===== config.mk =====
export PLATFORM = sky130hd
export DESIGN_NAME = atm_session_ctrl
export DESIGN_NICKNAME = d
export VERILOG_FILES = /design/src/rtl/atm_session_ctrl_pkg.sv /design/src/rtl/atm_session_ctrl_session_timer.sv /design/src/rtl/atm_session_ctrl.sv
export SDC_FILE = /design/constraint.sdc
export NUM_CORES = 1
export LEC_CHECK = 0
export CAP_MARGIN = 30
export CORE_AREA = 2 2 85 71
export DETAILED_ROUTE_END_ITERATION = 16
export DIE_AREA = 0 0 87 73
export PLACE_DENSITY = 0.74
export RECOVER_POWER = 50
export SYNTH_ARGS = -nofsm -noshare
export SYNTH_HDL_FRONTEND = slang
export SYNTH_SLANG_ARGS = --single-unit

===== constraint.sdc =====
create_clock -name clk -period 2.5 [get_ports clk]
set_input_delay 0.5 -clock clk [delete_from_list [all_inputs] [get_ports clk]]
set_output_delay 0.5 -clock clk [all_outputs]
set_load 0.005 [all_outputs]

===== src/rtl/atm_session_ctrl_pkg.sv =====
`default_nettype none
// +--------------------------------------------------------------------------+
// | Package  : atm_session_ctrl_pkg                                          |
// | Purpose  : Shared widths, authenticator status levels, error codes and   |
// |            controller state encoding for the ATM session controller.     |
// | Revision : 1.0 - initial release                                         |
// +--------------------------------------------------------------------------+
package atm_session_ctrl_pkg;

  localparam int ACC_W = 4;   // account number / database index width
  localparam int PIN_W = 16;  // keypad PIN width
  localparam int TRY_W = 2;   // attempts_left width (MAX_TRIES is 1..3)
  localparam int ERR_W = 3;   // err_code width

  // Active levels of the authenticator status lines.
  localparam logic ACCOUNT_FOUND         = 1'b1;
  localparam logic ACCOUNT_AUTHENTICATED = 1'b1;

  localparam logic [ERR_W-1:0] ERR_NONE      = 3'd0;
  localparam logic [ERR_W-1:0] ERR_NOT_FOUND = 3'd1;
  localparam logic [ERR_W-1:0] ERR_BAD_PIN   = 3'd2;
  localparam logic [ERR_W-1:0] ERR_LOCKED    = 3'd3;
  localparam logic [ERR_W-1:0] ERR_TIMEOUT   = 3'd4;

  typedef enum logic [2:0] {
    ST_IDLE     = 3'd0,
    ST_LOOKUP   = 3'd1,
    ST_WAIT_PIN = 3'd2,
    ST_CHECK    = 3'd3,
    ST_SESSION  = 3'd4,
    ST_EJECT    = 3'd5
  } state_t;

endpackage : atm_session_ctrl_pkg
`default_nettype wire


===== src/rtl/atm_session_ctrl_session_timer.sv =====
`default_nettype none
// +--------------------------------------------------------------------------+
// | Module   : atm_session_ctrl_session_timer                                |
// | Purpose  : Saturating inactivity down-counter shared by the PIN-entry    |
// |            and open-session phases.                                      |
// | Ports    : clk, rst_n  - clock, synchronous active-low reset             |
// |            load        - reload count with TIMEOUT_CYCLES (wins on tick) |
// |            tick        - decrement by one, saturating at zero            |
// |            expired     - count currently reads zero                      |
// | Revision : 1.0 - initial release                                         |
// +--------------------------------------------------------------------------+
module atm_session_ctrl_session_timer #(
  parameter int TIMEOUT_CYCLES = 1000
) (
  input  logic clk,
  input  logic rst_n,
  input  logic load,
  input  logic tick,
  output logic expired
);

  localparam int CNT_W = $clog2(TIMEOUT_CYCLES + 1);
  localparam logic [CNT_W-1:0] RELOAD = CNT_W'(TIMEOUT_CYCLES);

  logic [CNT_W-1:0] count;

  always_ff @(posedge clk) begin
    if (!rst_n) begin
      count <= '0;
    end else if (load) begin
      count <= RELOAD;
    end else if (tick && (count != '0)) begin
      count <= count - CNT_W'(1);
    end
  end

  assign expired = (count == '0);

endmodule : atm_session_ctrl_session_timer
`default_nettype wire


===== src/rtl/atm_session_ctrl.sv =====
`default_nettype none
// +--------------------------------------------------------------------------+
// | Module   : atm_session_ctrl                                              |
// | Purpose  : Sequences one ATM card session around an external            |
// |            combinational authenticator: insert -> lookup -> PIN entry   |
// |            with retries -> session -> eject. Keeps a sticky per-account |
// |            lock bitmap and an inactivity timeout.                        |
// | Ports    : clk, rst_n           clock, synchronous active-low reset      |
// |            card_in, acc_num     card level and account number            |
// |            pin, pin_valid       keypad PIN and its strobe                |
// |            activity, logout     session strobes                          |
// |            auth_acc_num/pin     registered request to authenticator      |
// |            auth_acc_index/found/ok  authenticator response               |
// |            session_active/index open-session qualifier and index         |
// |            attempts_left        remaining PIN tries                      |
// |            err_valid/err_code   one-cycle error event                    |
// | Revision : 1.0 - initial release                                         |
// +--------------------------------------------------------------------------+
module atm_session_ctrl
  import atm_session_ctrl_pkg::*;
#(
  parameter int NUM_ACCOUNTS   = 10,   // 1..16, index space of auth_acc_index
  parameter int MAX_TRIES      = 3,    // 1..3
  parameter int TIMEOUT_CYCLES = 1000
) (
  input  logic             clk,
  input  logic             rst_n,
  input  logic             card_in,
  input  logic [ACC_W-1:0] acc_num,
  input  logic [PIN_W-1:0] pin,
  input  logic             pin_valid,
  input  logic             activity,
  input  logic             logout,
  output logic [ACC_W-1:0] auth_acc_num,
  output logic [PIN_W-1:0] auth_pin,
  input  logic [ACC_W-1:0] auth_acc_index,
  input  logic             auth_found,
  input  logic             auth_ok,
  output logic             session_active,
  output logic [ACC_W-1:0] session_index,
  output logic [TRY_W-1:0] attempts_left,
  output logic             err_valid,
  output logic [ERR_W-1:0] err_code
);

  localparam logic [TRY_W-1:0] TRIES_INIT = TRY_W'(MAX_TRIES);

  state_t state, state_nxt;

  logic [ACC_W-1:0]        acc_index, index_nxt;
  logic [ACC_W-1:0]        acc_num_nxt;
  logic [PIN_W-1:0]        pin_nxt;
  logic [TRY_W-1:0]        tries_nxt;
  logic                    err_valid_nxt;
  logic [ERR_W-1:0]        err_code_nxt;
  logic [NUM_ACCOUNTS-1:0] lock;
  logic [NUM_ACCOUNTS-1:0] lock_sel;
  logic                    lock_hit;
  logic                    lock_set;
  logic                    tmr_load, tmr_tick, tmr_expired;

  atm_session_ctrl_session_timer #(
    .TIMEOUT_CYCLES (TIMEOUT_CYCLES)
  ) u_session_timer (
    .clk     (clk),
    .rst_n   (rst_n),
    .load    (tmr_load),
    .tick    (tmr_tick),
    .expired (tmr_expired)
  );

  // Lock lookup uses the live authenticator index (LOOKUP); lock update uses
  // the index latched for this card (CHECK). Indices outside the bitmap never
  // hit and never set a bit.
  always_comb begin
    lock_hit = 1'b0;
    lock_sel = '0;
    for (int i = 0; i < NUM_ACCOUNTS; i++) begin
      if (auth_acc_index == ACC_W'(i)) begin
        lock_hit = lock[i];
      end
      lock_sel[i] = (acc_index == ACC_W'(i));
    end
  end

  always_comb begin
    state_nxt     = state;
    acc_num_nxt   = auth_acc_num;
    pin_nxt       = auth_pin;
    index_nxt     = acc_index;
    tries_nxt     = attempts_left;
    err_valid_nxt = 1'b0;
    err_code_nxt  = ERR_NONE;
    lock_set      = 1'b0;
    tmr_load      = 1'b0;
    tmr_tick      = 1'b0;

    if ((state != ST_IDLE) && !card_in) begin
      // Card pulled: silent abort, tries for this card forgotten.
      state_nxt = ST_IDLE;
      tries_nxt = TRIES_INIT;
      pin_nxt   = '0;
    end else begin
      case (state)
        ST_IDLE: begin
          if (card_in) begin
            acc_num_nxt = acc_num;
            state_nxt   = ST_LOOKUP;
          end
        end

        ST_LOOKUP: begin
          if (auth_found != ACCOUNT_FOUND) begin
            err_valid_nxt = 1'b1;
            err_code_nxt  = ERR_NOT_FOUND;
            pin_nxt       = '0;
            state_nxt     = ST_EJECT;
          end else if (lock_hit) begin
            err_valid_nxt = 1'b1;
            err_code_nxt  = ERR_LOCKED;
            pin_nxt       = '0;
            state_nxt     = ST_EJECT;
          end else begin
            index_nxt = auth_acc_index;
            tries_nxt = TRIES_INIT;
            tmr_load  = 1'b1;
            state_nxt = ST_WAIT_PIN;
          end
        end

        ST_WAIT_PIN: begin
          // A PIN arriving on the expiry cycle still counts.
          if (pin_valid) begin
            pin_nxt   = pin;
            state_nxt = ST_CHECK;
          end else if (tmr_expired) begin
            err_valid_nxt = 1'b1;
            err_code_nxt  = ERR_TIMEOUT;
            pin_nxt       = '0;
            state_nxt     = ST_EJECT;
          end else begin
            tmr_tick = 1'b1;
          end
        end

        ST_CHECK: begin
          if (auth_ok == ACCOUNT_AUTHENTICATED) begin
            tmr_load  = 1'b1;
            state_nxt = ST_SESSION;
          end else if (attempts_left <= TRY_W'(1)) begin
            tries_nxt     = '0;
            lock_set      = 1'b1;
            err_valid_nxt = 1'b1;
            err_code_nxt  = ERR_LOCKED;
            pin_nxt       = '0;
            state_nxt     = ST_EJECT;
          end else begin
            tries_nxt     = attempts_left - TRY_W'(1);
            err_valid_nxt = 1'b1;
            err_code_nxt  = ERR_BAD_PIN;
            tmr_load      = 1'b1;
            state_nxt     = ST_WAIT_PIN;
          end
        end

        ST_SESSION: begin
          if (logout) begin
            pin_nxt   = '0;
            state_nxt = ST_EJECT;
          end else if (tmr_expired) begin
            err_valid_nxt = 1'b1;
            err_code_nxt  = ERR_TIMEOUT;
            pin_nxt       = '0;
            state_nxt     = ST_EJECT;
          end else if (activity) begin
            tmr_load = 1'b1;
          end else begin
            tmr_tick = 1'b1;
          end
        end

        ST_EJECT: begin
          pin_nxt = '0;
        end

        default: begin
          state_nxt = ST_IDLE;
          tries_nxt = TRIES_INIT;
          pin_nxt   = '0;
        end
      endcase
    end
  end

  always_ff @(posedge clk) begin
    if (!rst_n) begin
      state          <= ST_IDLE;
      auth_acc_num   <= '0;
      auth_pin       <= '0;
      acc_index      <= '0;
      attempts_left  <= TRIES_INIT;
      err_valid      <= 1'b0;
      err_code       <= ERR_NONE;
      session_active <= 1'b0;
      session_index  <= '0;
      lock           <= '0;
    end else begin
      state          <= state_nxt;
      auth_acc_num   <= acc_num_nxt;
      auth_pin       <= pin_nxt;
      acc_index      <= index_nxt;
      attempts_left  <= tries_nxt;
      err_valid      <= err_valid_nxt;
      err_code       <= err_code_nxt;
      // Session outputs follow the state being entered so they are registered
      // yet aligned with SESSION itself.
      session_active <= (state_nxt == ST_SESSION);
      session_index  <= (state_nxt == ST_SESSION) ? index_nxt : '0;
      if (lock_set) begin
        lock <= lock | lock_sel;
      end
    end
  end

endmodule : atm_session_ctrl
`default_nettype wire


=== Yosys cells after proc, flatten, opt, wreduce, memory -nomap -nowiden ===
Index checks and enable logic that the tools add are counted.

* Logic and storage cells: 140
* Register bits after elaboration: 58
* Bits of input ports: 32

* Order comparisons: 1
* Multiplexer cells: 74
* Bitwise operators: 5
* $add $sub $neg: 2
* Reduce and logical (&&, ||, !) cells: 17
* Equality and inequality tests: 29

{| class="wikitable"
|+ Operators by type and width
! cell !! count
|-
| $mux 16 || 7
|-
| $pmux 16 s5 || 1
|-
| $mux 3 || 12
|-
| $mux 1 || 35
|-
| $eq 4x3->1 const B || 8
|-
| $mux 10 || 2
|-
| $pmux 3 s6 || 1
|-
| $eq 4x2->1 const B || 4
|-
| $eq 4x4->1 const B || 4
|-
| $mux 4 || 4
|-
| $mux 2 || 7
|-
| $pmux 3 s4 || 1
|-
| $logic_not 10->1 || 1
|-
| $or 10x10->10 || 1
|-
| $reduce_bool 10->1 || 1
|-
| $sub 10x1->10 const B || 1
|-
| $eq 3x3->1 const B || 3
|-
| $eq 4x1->1 const B || 2
|-
| $logic_not 4->1 || 2
|-
| $ne 2x2->1 const B || 4
|-
| $reduce_and 4->1 || 2
|-
| $eq 3x2->1 const B || 2
|-
| $pmux 2 s3 || 1
|-
| $not 1->1 || 4
|-
| other kinds (16) || 18
|}

=== Depth between registers and ports, before layout ===
Gate-level depths: netlist (run 1).

* Depth after elaboration: 17
* Depth in mapped cells: 10

=== Cells and area by module ===
From an unflattened synthesis (run 1), not the netlist that was laid out.

* Cell total of the unflattened synthesis: 284
* Area, all modules: 2678.8 um2

{| class="wikitable"
|+ By module, submodules not included
! module !! area each (um2) !! times used !! cells an instance
|-
| atm_session_ctrl || 2125.8 || 1 || 221
|-
| atm_session_ctrl_session_timer || 553.0 || 1 || 63
|}

=== Worst setup path before layout (run 1) ===
Ideal clock, no wire load.

* Kind: reg-to-reg
* Start point: reg u_session_timer.count[0]
* End point: reg u_session_timer.count[8]
* Period minus slack after synthesis: 1927 ps
* Slack: 573 ps
* Cell stages (with the launch flop): 10
* Arrival: 1813 ps
* Buffers on the path: 1
* Cell sequence: dfxtp_1 -> inv_1 -> ha_1 -> nor2b_1 -> and4b_1 -> buf_6 -> a211oi_4 -> nand4b_1 -> xnor2_1 -> a21o_1

* Cells in the longest elaborated chain, start to end: 7
* Elaborated cells between the ends (all ways): 17
* Classes of those cells: add/sub (1); mux (12); reduce/logical (4)

{| class="wikitable"
|+ Ends and longest elaborated chain
! item !! line !! source
|-
| start: declaration || atm_session_ctrl_session_timer.sv:25 || <nowiki>logic [CNT_W-1:0] count;</nowiki>
|-
| start signal: assignment || atm_session_ctrl_session_timer.sv:33 || <nowiki>count <= count - CNT_W'(1);</nowiki>
|-
| $logic_not 10->1 || atm_session_ctrl_session_timer.sv:37 || <nowiki>assign expired = (count == '0);</nowiki>
|-
| $mux 1 (on tied branches) || atm_session_ctrl.sv:170, atm_session_ctrl.sv:136 ||
|-
| $mux 1 (on tied branches) || atm_session_ctrl.sv:167, atm_session_ctrl.sv:133 ||
|-
| $pmux 1 s2 || atm_session_ctrl.sv:104 || <nowiki>case (state)</nowiki>
|-
| $mux 1 || atm_session_ctrl.sv:98 || <nowiki>if ((state != ST_IDLE) && !card_in) begin</nowiki>
|-
| $logic_and 1x1->1 || atm_session_ctrl_session_timer.sv:32 || <nowiki>end else if (tick && (count != '0)) begin</nowiki>
|-
| $reduce_bool 2->1 (no source line) || -- ||
|}

Parallel ways exist; a longest one is shown, timed or not. The select of a mux whose other input is x is not followed.
A chain may end at the register's enable or synchronous reset.

=== Final worst setup path (run 1) ===
* Start point: in auth_acc_index[3]
* End point: reg u_session_timer.count[5]

* Cells in the longest elaborated chain, start to end: 16
* Elaborated cells between the ends (all ways): 26
* Classes of those cells: eq/ne (9); mux (15); reduce/logical (2)

{| class="wikitable"
|+ Ends and longest elaborated chain
! item !! line !! source
|-
| start: declaration || atm_session_ctrl.sv:36 || <nowiki>input logic [ACC_W-1:0] auth_acc_index,</nowiki>
|-
| $logic_not 4->1 || atm_session_ctrl.sv:79 || <nowiki>if (auth_acc_index == ACC_W'(i)) begin</nowiki>
|-
| $mux 1 (9 in series) || atm_session_ctrl.sv:79 ||
|-
| $mux 1 * || atm_session_ctrl.sv:79 ||
|-
| $mux 1 * || atm_session_ctrl.sv:118 || <nowiki>end else if (lock_hit) begin</nowiki>
|-
| $mux 1 * || atm_session_ctrl.sv:113 || <nowiki>if (auth_found != ACCOUNT_FOUND) begin</nowiki>
|-
| $pmux 1 s3 * || atm_session_ctrl.sv:104 ||
|-
| $mux 1 * || atm_session_ctrl.sv:98 ||
|-
| $mux 10 / $reduce_bool 2->1 (equally long branches) || -- ||
|}

Every way passes the cells marked *; elsewhere a longest branch is shown, timed or not.

==> flow_metrics.py, run 1 <==
metrics = {
    "outcome": {
        "outcome": "completed",
    },
    "floorplanning": {
        "fp-row-count": 25,
        "die_w_um": 87,
        "start_util": 0.465,
        "die_h_um": 73,
        "core_area_mm2": 0.00560,
        "die_area_mm2": 0.00635,
        "ioPinCount": 63,
    },
    "logic_synthesis": {
        "synth_seq_cells": 58,
        "syn_area_mm2": 0.00260,
        "ys_warn_count": 0,
        "synth_top_area_frac": 0.446,
        "syn_nets": 292,
        "synth_edf_count": 0,
        "async_reset_ff_frac": 0,
        "yosys_most_used_dff": "dfxtp_1",
        "synth_cells": 259,
        "yosysSeqAreaShare": 0.446,
        "synth_area_leaders": "dfxtp_1 45%, a22o_1 5.4%, mux2i_1 4.6%",
        "synth.largest_area_cell": "dfxtp_1",
        "synth_area_per_cell_um2": 10.1,
        "synth_cell_types": 56,
    },
    "sta": {
        "setup_violations": 0,
        "tns_ns": 0,
        "tightest_slew_ns": 0.684,
        "fin_crit_sh": 0.895,
        "hold_viol": 0,
        "rsz0062_at_grt": "no",
        "layout_setup_ws_ns": 0.263,
        "post-route-min-period_ns": 2.24,
        "finalClockSkew_ns": 0.0108,
        "relSlewSlack": 0.542,
        "max_freq_ghz": 0.447,
        "drv_slew": 0,
    },
    "grt": {
        "grt_busiest_layer": "met2",
        "grt_pass1_wl_mm": 9.72,
        "grt_pass1_vias": 2091,
        "grt_use_met2": 0.300,
        "grt_antenna_before_repair": 0,
        "grt_max_degree": 31,
        "grtUsageMet3": 0.0803,
        "grt_remaining_overflow": 0,
        "grt_use_met1": 0.270,
        "grtUsageTotal": 0.200,
    },
    "power": {
        "leakagePower_nw": 1.40,
        "power_density_mw_per_mm2": 757,
        "max-vdd-ir-drop_v": 0.000495,
        "power.total_mw": 2.66,
    },
    "clock_network": {
        "clkTransAtPathRegs_ns": 0.07,
        "cts_tree": "done",
        "cts_setup_buffers": 0,
        "cts_max_path_buffers": 2,
        "worstSkewPairLatency_ns": 0.33,
        "numCtsBuffers": 9,
        "cts.hold.buffers_added": 0,
        "clock-root-buffer": "clkbuf_8",
        "cts_htree_levels": 3,
        "cts_sinks": 58,
        "cts-resized-gates": 0,
    },
    "placed_design": {
        "io_buffers": 62,
        "pre_cts_ws_ns": -0.0639,
        "place.gp.congestion": 0.865,
        "hpwlAfterDp_mm": 4.29,
    },
    "layout": {
        "final_cell_mix": "58 x dfxtp_1, 32 x dlygate4sd3_1, 30 x clkdlybuf4s50_1",
        "nets": 369,
        "syn2layout_area_growth_pct": 35.0,
        "num_antenna_cells": 0,
        "mostFrequentLayoutCell": "dfxtp_1",
        "drive_gt1_frac": 0.144,
    },
    "worst_hold_path": {
        "worstHoldStart": "auth_pin[15]",
        "hold_path_end": "auth_pin[15]",
        "min_path_type": "flop to flop",
        "whs_path_depth": 1,
    },
    "job": {
        "maxCapViolations": 0,
    },
    "routing": {
        "drc": 0,
        "routed_wl_mm": 5.87,
        "vias": 2154,
        "viasPerCell": 5.29,
        "drtPass1Iterations": 6,
        "ant_nets": 0,
        "wire_per_inst_um": 14.4,
        "drt_iter0_drc": 84,
    },
    "worst_setup_path": {
        "critPathMaxFanout": 6,
        "worstSetupPathType": "primary input to flop",
        "end_kind": "flop",
        "r2r_cells": 6,
        "r2r_start": "state[1]",
        "required_ns": 2.77,
        "crit_arrival_ns": 2.50,
        "ff2ff_setup_slack_ns": 0.31,
        "r2r-end": "u_session_timer.count[9]",
        "start_kind": "primary input",
    },
}
## report_power, final
| part | internal [mW] | switching [mW] | leakage (nW) | total, mW |
|---|---|---|---|---|
| sequential | 1.01 | 0.113 | 0.469 | 1.12 |
| combinational | 0.373 | 0.427 | 0.844 | 0.801 |
| clock | 0.376 | 0.367 | 0.0879 | 0.743 |
| total | 1.75 | 0.907 | 1.40 | 2.66 |
## cell families after synthesis
family / count (synthesis) / synth area share
buffers and inverters: 18 / 0.0355
multiplexers: 12 / 0.0461
flip-flops: 58 / 0.446
AO/OA/AOI/OAI: 63 / 0.197
AND/OR/NAND/NOR: 98 / 0.240
XOR/XNOR: 9 / 0.0303
adder cells (fa/ha/maj): 1 / 0.00480
## layout make-up
cell class | instances | area, µm²
sequential | 58 | 1160
fill | 474 | 2080
multi-input combinational | 183 | 1350
clock buffer | 10 | 138
clock inverter | 5 | 31.3
timing repair buffer | 77 | 727
inverter | 7 | 26.3
tap | 67 | 83.8
## sequential cells by signal (all words and copies together) (netlist names)
name / flops
err_valid: 1
u_session_timer.count: 10
state: 3
auth_acc_num: 4
err_code: 3
auth_pin: 16
session_active: 1
attempts_left: 2
lock: 10
session_index: 4
acc_index: 4
## layer usage
layer / up-vias / share of wire
met1: 1007 / 0.50
met3: 4 / 0.056
li1: 1085 / -
met2: 58 / 0.44
met5: - / 0
met4: 0 / 0.0065
## through the flow
stage / hold slack (ns) / utilization / instance area (µm²) / std cells
2_1_floorplan: 0.440 / - / 2610 / 259
3_3_place_gp: 0.447 / 0.598 / 3350 / 391
3_5_place_dp: 0.455 / 0.599 / 3360 / 392
4_1_cts: 0.473 / 0.629 / 3520 / 407
5_1_grt: 0.489 / 0.628 / 3520 / 407
6_report: 0.467 / 0.628 / 3520 / 407
## synthesized netlist by cell type, types with 4 or more instances
| cell type | number |
|---|---|
| o21a_1 | 11 |
| dfxtp_1 | 58 |
| clkbuf_1 | 5 |
| a21oi_1 | 7 |
| o21ai_0 | 5 |
| nand2_1 | 13 |
| nor3b_2 | 4 |
| nand3_1 | 7 |
| xnor2_1 | 6 |
| a22o_1 | 16 |
| a21o_1 | 6 |
| nor2_1 | 20 |
| nor2b_1 | 12 |
| nor3b_1 | 5 |
| inv_1 | 7 |
| mux2i_1 | 12 |
| nand2b_1 | 8 |
## how the worst max path moves through the flow
stage	startpoint	end	slack, ns	depth (start not counted)
3_3_place_gp	auth_acc_index[3]	u_session_timer.count[5]	-0.04	7
3_5_place_dp	auth_acc_index[3]	session_index[2]	-0.06	7
2_1_floorplan	u_session_timer.count[0]	u_session_timer.count[8]	0.57	9
4_1_cts	auth_acc_index[3]	session_index[0]	0.29	7
6_report	auth_acc_index[3]	u_session_timer.count[5]	0.26	7
5_1_grt	auth_acc_index[3]	session_index[0]	0.15	7
## worst max-delay path, cell delays in order
cell,delay [ns]
clkdlybuf4s50_1,0.57
mux2i_1,0.25
o22ai_1,0.15
nor4_2,0.25
nor2_2,0.11
a31oi_1,0.52
a21o_1,0.15
No activity file was read; power rests on OpenSTA's default activity.
==> run 2, diff against run 1 <==
RECOVER_POWER = 100   (was 50)
SKIP_LAST_GASP = 1   (was not set)
==> flow_metrics.py, run 2 (synthesis gave the netlist of run 1 again) <==
metrics = {
    "routing": {
        "wire_per_inst_um": 14.4,
        "viasPerCell": 5.32,
        "ant_nets": 0,
        "drc": 0,
        "drtPass1Iterations": 4,
        "drt_iter0_drc": 87,
        "routed_wl_mm": 5.87,
        "vias": 2165,
    },
    "clock_network": {
        "cts.hold.buffers_added": 0,
        "worstSkewPairLatency_ns": 0.33,
        "cts_tree": "done",
        "cts_max_path_buffers": 2,
        "numCtsBuffers": 9,
        "cts_htree_levels": 3,
        "cts_setup_buffers": 0,
        "cts-resized-gates": 0,
        "clkTransAtPathRegs_ns": 0.07,
        "clock-root-buffer": "clkbuf_8",
        "cts_sinks": 58,
    },
    "worst_setup_path": {
        "worstSetupPathType": "primary input to flop",
        "required_ns": 2.72,
        "start_kind": "primary input",
        "end_kind": "flop",
        "ff2ff_setup_slack_ns": 0.27,
        "critPathMaxFanout": 5,
        "crit_arrival_ns": 2.50,
    },
    "sta": {
        "setup_violations": 0,
        "rsz0062_at_grt": "no",
        "relSlewSlack": 0.536,
        "hold_viol": 0,
        "post-route-min-period_ns": 2.29,
        "finalClockSkew_ns": 0.0109,
        "max_freq_ghz": 0.438,
        "layout_setup_ws_ns": 0.215,
        "tightest_slew_ns": 0.693,
        "drv_slew": 0,
        "hold_ws_ns": 0.467,
        "fin_crit_sh": 0.914,
    },
    "grt": {
        "grt_pass1_wl_mm": 9.72,
        "grt_max_degree": 31,
        "grt_remaining_overflow": 0,
        "grt_antenna_before_repair": 0,
        "grtUsageTotal": 0.200,
        "grt_pass1_vias": 2091,
    },
    "worst_hold_path": {
        "min_path_type": "flop to flop",
    },
    "power": {
        "leakagePower_nw": 1.40,
        "p_int_mw": 1.75,
        "switching_share": 0.339,
        "power_density_mw_per_mm2": 758,
        "max-vdd-ir-drop_v": 0.000495,
        "clkPwrFrac": 0.280,
        "p_sw_mw": 0.899,
        "power_frac_seq": 0.421,
        "combinationalPowerShare": 0.299,
    },
    "placed_design": {
        "io_buffers": 62,
        "pre_cts_ws_ns": -0.0639,
        "place.gp.congestion": 0.865,
        "hpwlAfterDp_mm": 4.29,
    },
    "layout": {
        "fillCellCount": 478,
        "mostFrequentLayoutCell": "dfxtp_1",
        "nets": 369,
        "num_antenna_cells": 0,
        "regMostFlops": "auth_pin",
        "largest_reg_flops": 16,
        "final_cell_mix": "58 x dfxtp_1, 32 x dlygate4sd3_1, 30 x clkdlybuf4s50_1",
        "syn2layout_area_growth_pct": 34.3,
        "reg_top3": "auth_pin: 16 flops, lock: 10 flops, u_session_timer.count: 10 flops",
        "drive_gt1_frac": 0.132,
        "multi_input_area_mm2": 0.00133,
        "ff_latch_area_mm2": 0.00116,
    },
    "outcome": {
        "outcome": "completed",
    },
    "floorplanning": {
        "ioPinCount": 63,
        "die_area_mm2": 0.00635,
        "die_h_um": 73,
        "die_w_um": 87,
        "fp-row-count": 25,
        "start_util": 0.465,
        "core_area_mm2": 0.00560,
    },
    "job": {
        "maxCapViolations": 0,
    },
}
[run 2: changes by cell type in the layout (fill, tap and decap cells not counted)]
cell      delta
nor3b_1      +2
nor3b_2      -2
buf_4        -1
clkbuf_4     +1
nor2_1       +1
nor2_2       -1
o31ai_1      +1
o31ai_2      -1
[run 2: critical path, stage by stage]
cell and delay [ns]:
clkdlybuf4s50_1 0.57, mux2i_1 0.25, o22ai_1 0.14, o31ai_1 0.33, nor3b_4 0.36, mux2i_1 0.28, nor2_1 0.07
[run 2: path summary, 6_finish.rpt]
| kind | cells after the start | to | start |
|---|---|---|---|
| worst min register to register | 1 | auth_pin[15] | auth_pin[15] |
| worst min-delay path | 1 | auth_pin[15] | auth_pin[15] |
| worst max register to register | 6 | auth_pin[9] | state[1] |
| worst max-delay path | 7 | session_index[0] | auth_acc_index[3] |
[run 2: layer usage]
metal  GRT usage  share of wire
met2       0.300           0.44
met4      0.0486         0.0048
met1       0.270           0.49
met5           0              0
met3      0.0803          0.059
[run 2: metrics by stage]
stage | cells | total power, mW | instance area (µm²) | TNS [ns] | util
global placement | 391 | 1.93 | 3350 | -0.676 | 0.598
finish | 407 | 2.65 | 3500 | 0 | 0.625
detailed placement | 392 | 1.94 | 3360 | -0.763 | 0.599
global route | 407 | 2.81 | 3500 | 0 | 0.625
floorplan | 259 | 1.75 | 2610 | 0 | -
CTS | 407 | 2.69 | 3520 | 0 | 0.629
[run 2: final cells by class]
cell class              count  area share
repair buffers             77       0.208
flip-flops and latches     58       0.332
clock buffers              10      0.0393
well taps                  67      0.0240
inverters                   7     0.00751
clock inverters             5     0.00894
multi-input cells         183       0.381
[run 2: power by group through the flow]
| stage | Sequential [mW] | Combinational [mW] | Clock (mW) |
|---|---|---|---|
| floorplan | 1.09 | 0.662 | 0 |
| global placement | 1.13 | 0.796 | 0 |
| detailed placement | 1.14 | 0.807 | 0 |
| CTS | 1.12 | 0.813 | 0.764 |
| global route | 1.13 | 0.871 | 0.808 |
| finish | 1.12 | 0.792 | 0.744 |
==> run 3, diff against run 2 <==
CORE_AREA = 2 2 83 69   (was 2 2 85 71)
CTS_BUF_LIST = sky130_fd_sc_hd__clkbuf_2   (was not set)
DIE_AREA = 0 0 85 71   (was 0 0 87 73)
PLACE_DENSITY = 0.78   (was 0.74)
==> flow_metrics.py, run 3 (synthesis gave the netlist of run 1 again) <==
metrics = {
    "clock_network": {
        "cts_tree": "done",
        "cts_sinks": 58,
        "clkTransAtPathRegs_ns": 0.15,
        "clock-root-buffer": "clkbuf_2",
        "cts.hold.buffers_added": 0,
        "numCtsBuffers": 9,
        "worstSkewPairLatency_ns": 0.48,
        "cts_htree_levels": 3,
        "cts-resized-gates": 0,
        "cts_setup_buffers": 0,
        "cts_max_path_buffers": 2,
    },
    "worst_setup_path": {
        "critPathTopFamily": "buffers and inverters",
        "critPathBufInv": 3,
        "start_kind": "primary input",
        "r2r-end": "auth_pin[0]",
        "required_ns": 2.92,
        "end_kind": "flop",
        "slowest_stage": "dlygate4sd3_1",
        "path_depth": 9,
        "cpMostUsedCell": "clkbuf_4",
        "r2r_cells": 4,
        "crit_arrival_ns": 2.76,
        "ff2ff_setup_slack_ns": 0.22,
        "crit_end": "state[2]",
        "max_stage_delay_ns": 0.61,
        "worstSetupPathType": "primary input to flop",
        "cp-startpoint": "auth_acc_index[0]",
        "critPathMaxFanout": 6,
        "r2r_start": "state[1]",
        "path_cells": "dlygate4sd3_1 > clkbuf_4 > mux2i_1 > nor3b_1 > nor4_2 > nor2_1 > clkbuf_4 > nor2b_1 > o211a_1",
    },
    "layout": {
        "final-instance-count-excl-fill": 405,
        "nets": 368,
        "reg_top3": "auth_pin: 16 flops, lock: 10 flops, u_session_timer.count: 10 flops",
        "largest_reg_flops": 16,
        "num_antenna_cells": 0,
        "regMostFlops": "auth_pin",
        "fin_area_mm2": 0.00349,
        "drive_gt1_frac": 0.129,
        "mostFrequentLayoutCell": "dfxtp_1",
        "fin_util": 0.665,
        "final_cell_mix": "58 x dfxtp_1, 32 x dlygate4sd3_1, 30 x clkdlybuf4s50_1",
        "syn2layout_area_growth_pct": 34.1,
    },
    "sta": {
        "setup_violations": 0,
        "relSlewSlack": 0.318,
        "fin_crit_sh": 0.935,
        "hold_ws_ns": 0.482,
        "drv_slew": 0,
        "max_freq_ghz": 0.428,
        "tns_ns": 0,
        "finalClockSkew_ns": 0.0256,
        "tightest_slew_ns": 1.02,
        "hold_viol": 0,
        "rsz0062_at_grt": "no",
        "post-route-min-period_ns": 2.34,
    },
    "floorplanning": {
        "core_area_mm2": 0.00526,
        "start_util": 0.496,
        "ioPinCount": 63,
        "fp-row-count": 24,
        "die_h_um": 71,
        "die_w_um": 85,
        "die_area_mm2": 0.00604,
    },
    "grt": {
        "grt_remaining_overflow": 0,
        "grtUsageTotal": 0.209,
        "grt_pass1_vias": 2095,
        "grt_antenna_before_repair": 0,
        "grt_pass1_wl_mm": 9.83,
        "grt_max_degree": 31,
    },
    "placed_design": {
        "io_buffers": 62,
        "place_inst": 389,
        "placed_cell_area_mm2": 0.00335,
        "hpwlAfterDp_mm": 4.30,
        "place.gp.congestion": 0.813,
    },
    "routing": {
        "drc": 0,
        "viasPerCell": 5.37,
        "routed_wl_mm": 5.92,
        "ant_nets": 0,
        "drt_iter0_drc": 106,
        "vias": 2175,
        "wire_per_inst_um": 14.6,
        "drtPass1Iterations": 4,
    },
    "worst_hold_path": {
        "whs_path_depth": 1,
        "min_path_type": "flop to flop",
    },
    "outcome": {
        "outcome": "completed",
    },
    "job": {
        "maxCapViolations": 0,
    },
    "power": {
        "max-vdd-ir-drop_v": 0.000557,
        "power_density_mw_per_mm2": 801,
        "leakagePower_nw": 1.41,
    },
}
[run 3: power breakdown]
group	internal [mW]	switching (mW)
clock network	0.532	0.355
logic	0.372	0.433
registers	1.01	0.103
total	1.91	0.891
[run 3: worst min-delay path by stage]
stage                       start  endpoint
final                     lock[7]   lock[7]
after global routing      lock[2]   lock[2]
after CTS                 lock[7]   lock[7]
after detailed placement  lock[7]   lock[7]
after global placement    lock[0]   lock[0]
after floorplan           lock[2]   lock[2]
[run 3: metrics by stage]
step	setup WS [ns]	power, mW
2_1_floorplan	0.573	1.75
3_3_place_gp	-0.0500	1.93
3_5_place_dp	-0.0991	1.95
4_1_cts	0.270	2.84
5_1_grt	0.0553	2.94
6_report	0.163	2.80
[run 3: area by class of cell]
| class | instances | area, µm² |
|---|---|---|
| tap | 65 | 81.3 |
| fill | 418 | 1760 |
| clock buffer | 10 | 50.0 |
| multi-input combinational | 183 | 1330 |
| inverter | 7 | 26.3 |
| clock inverter | 6 | 129 |
| sequential | 58 | 1160 |
| timing repair buffer | 76 | 722 |
[run 3: per-layer routing]
layer	vias to the layer above	GRT usage	wire, µm
li1	1076	-	-
met1	1029	0.273	2830
met4	0	0.0776	66
met5	-	0	0
met2	64	0.312	2690
met3	6	0.0840	337
[run 3: worst reg2reg max path: cells and delay by family (launching register included)]
family,cells,cell delay (ns)
and+or+nand+nor,2,1.25
AOI/OAI and AO/OA,2,0.48
DFF,1,0.52
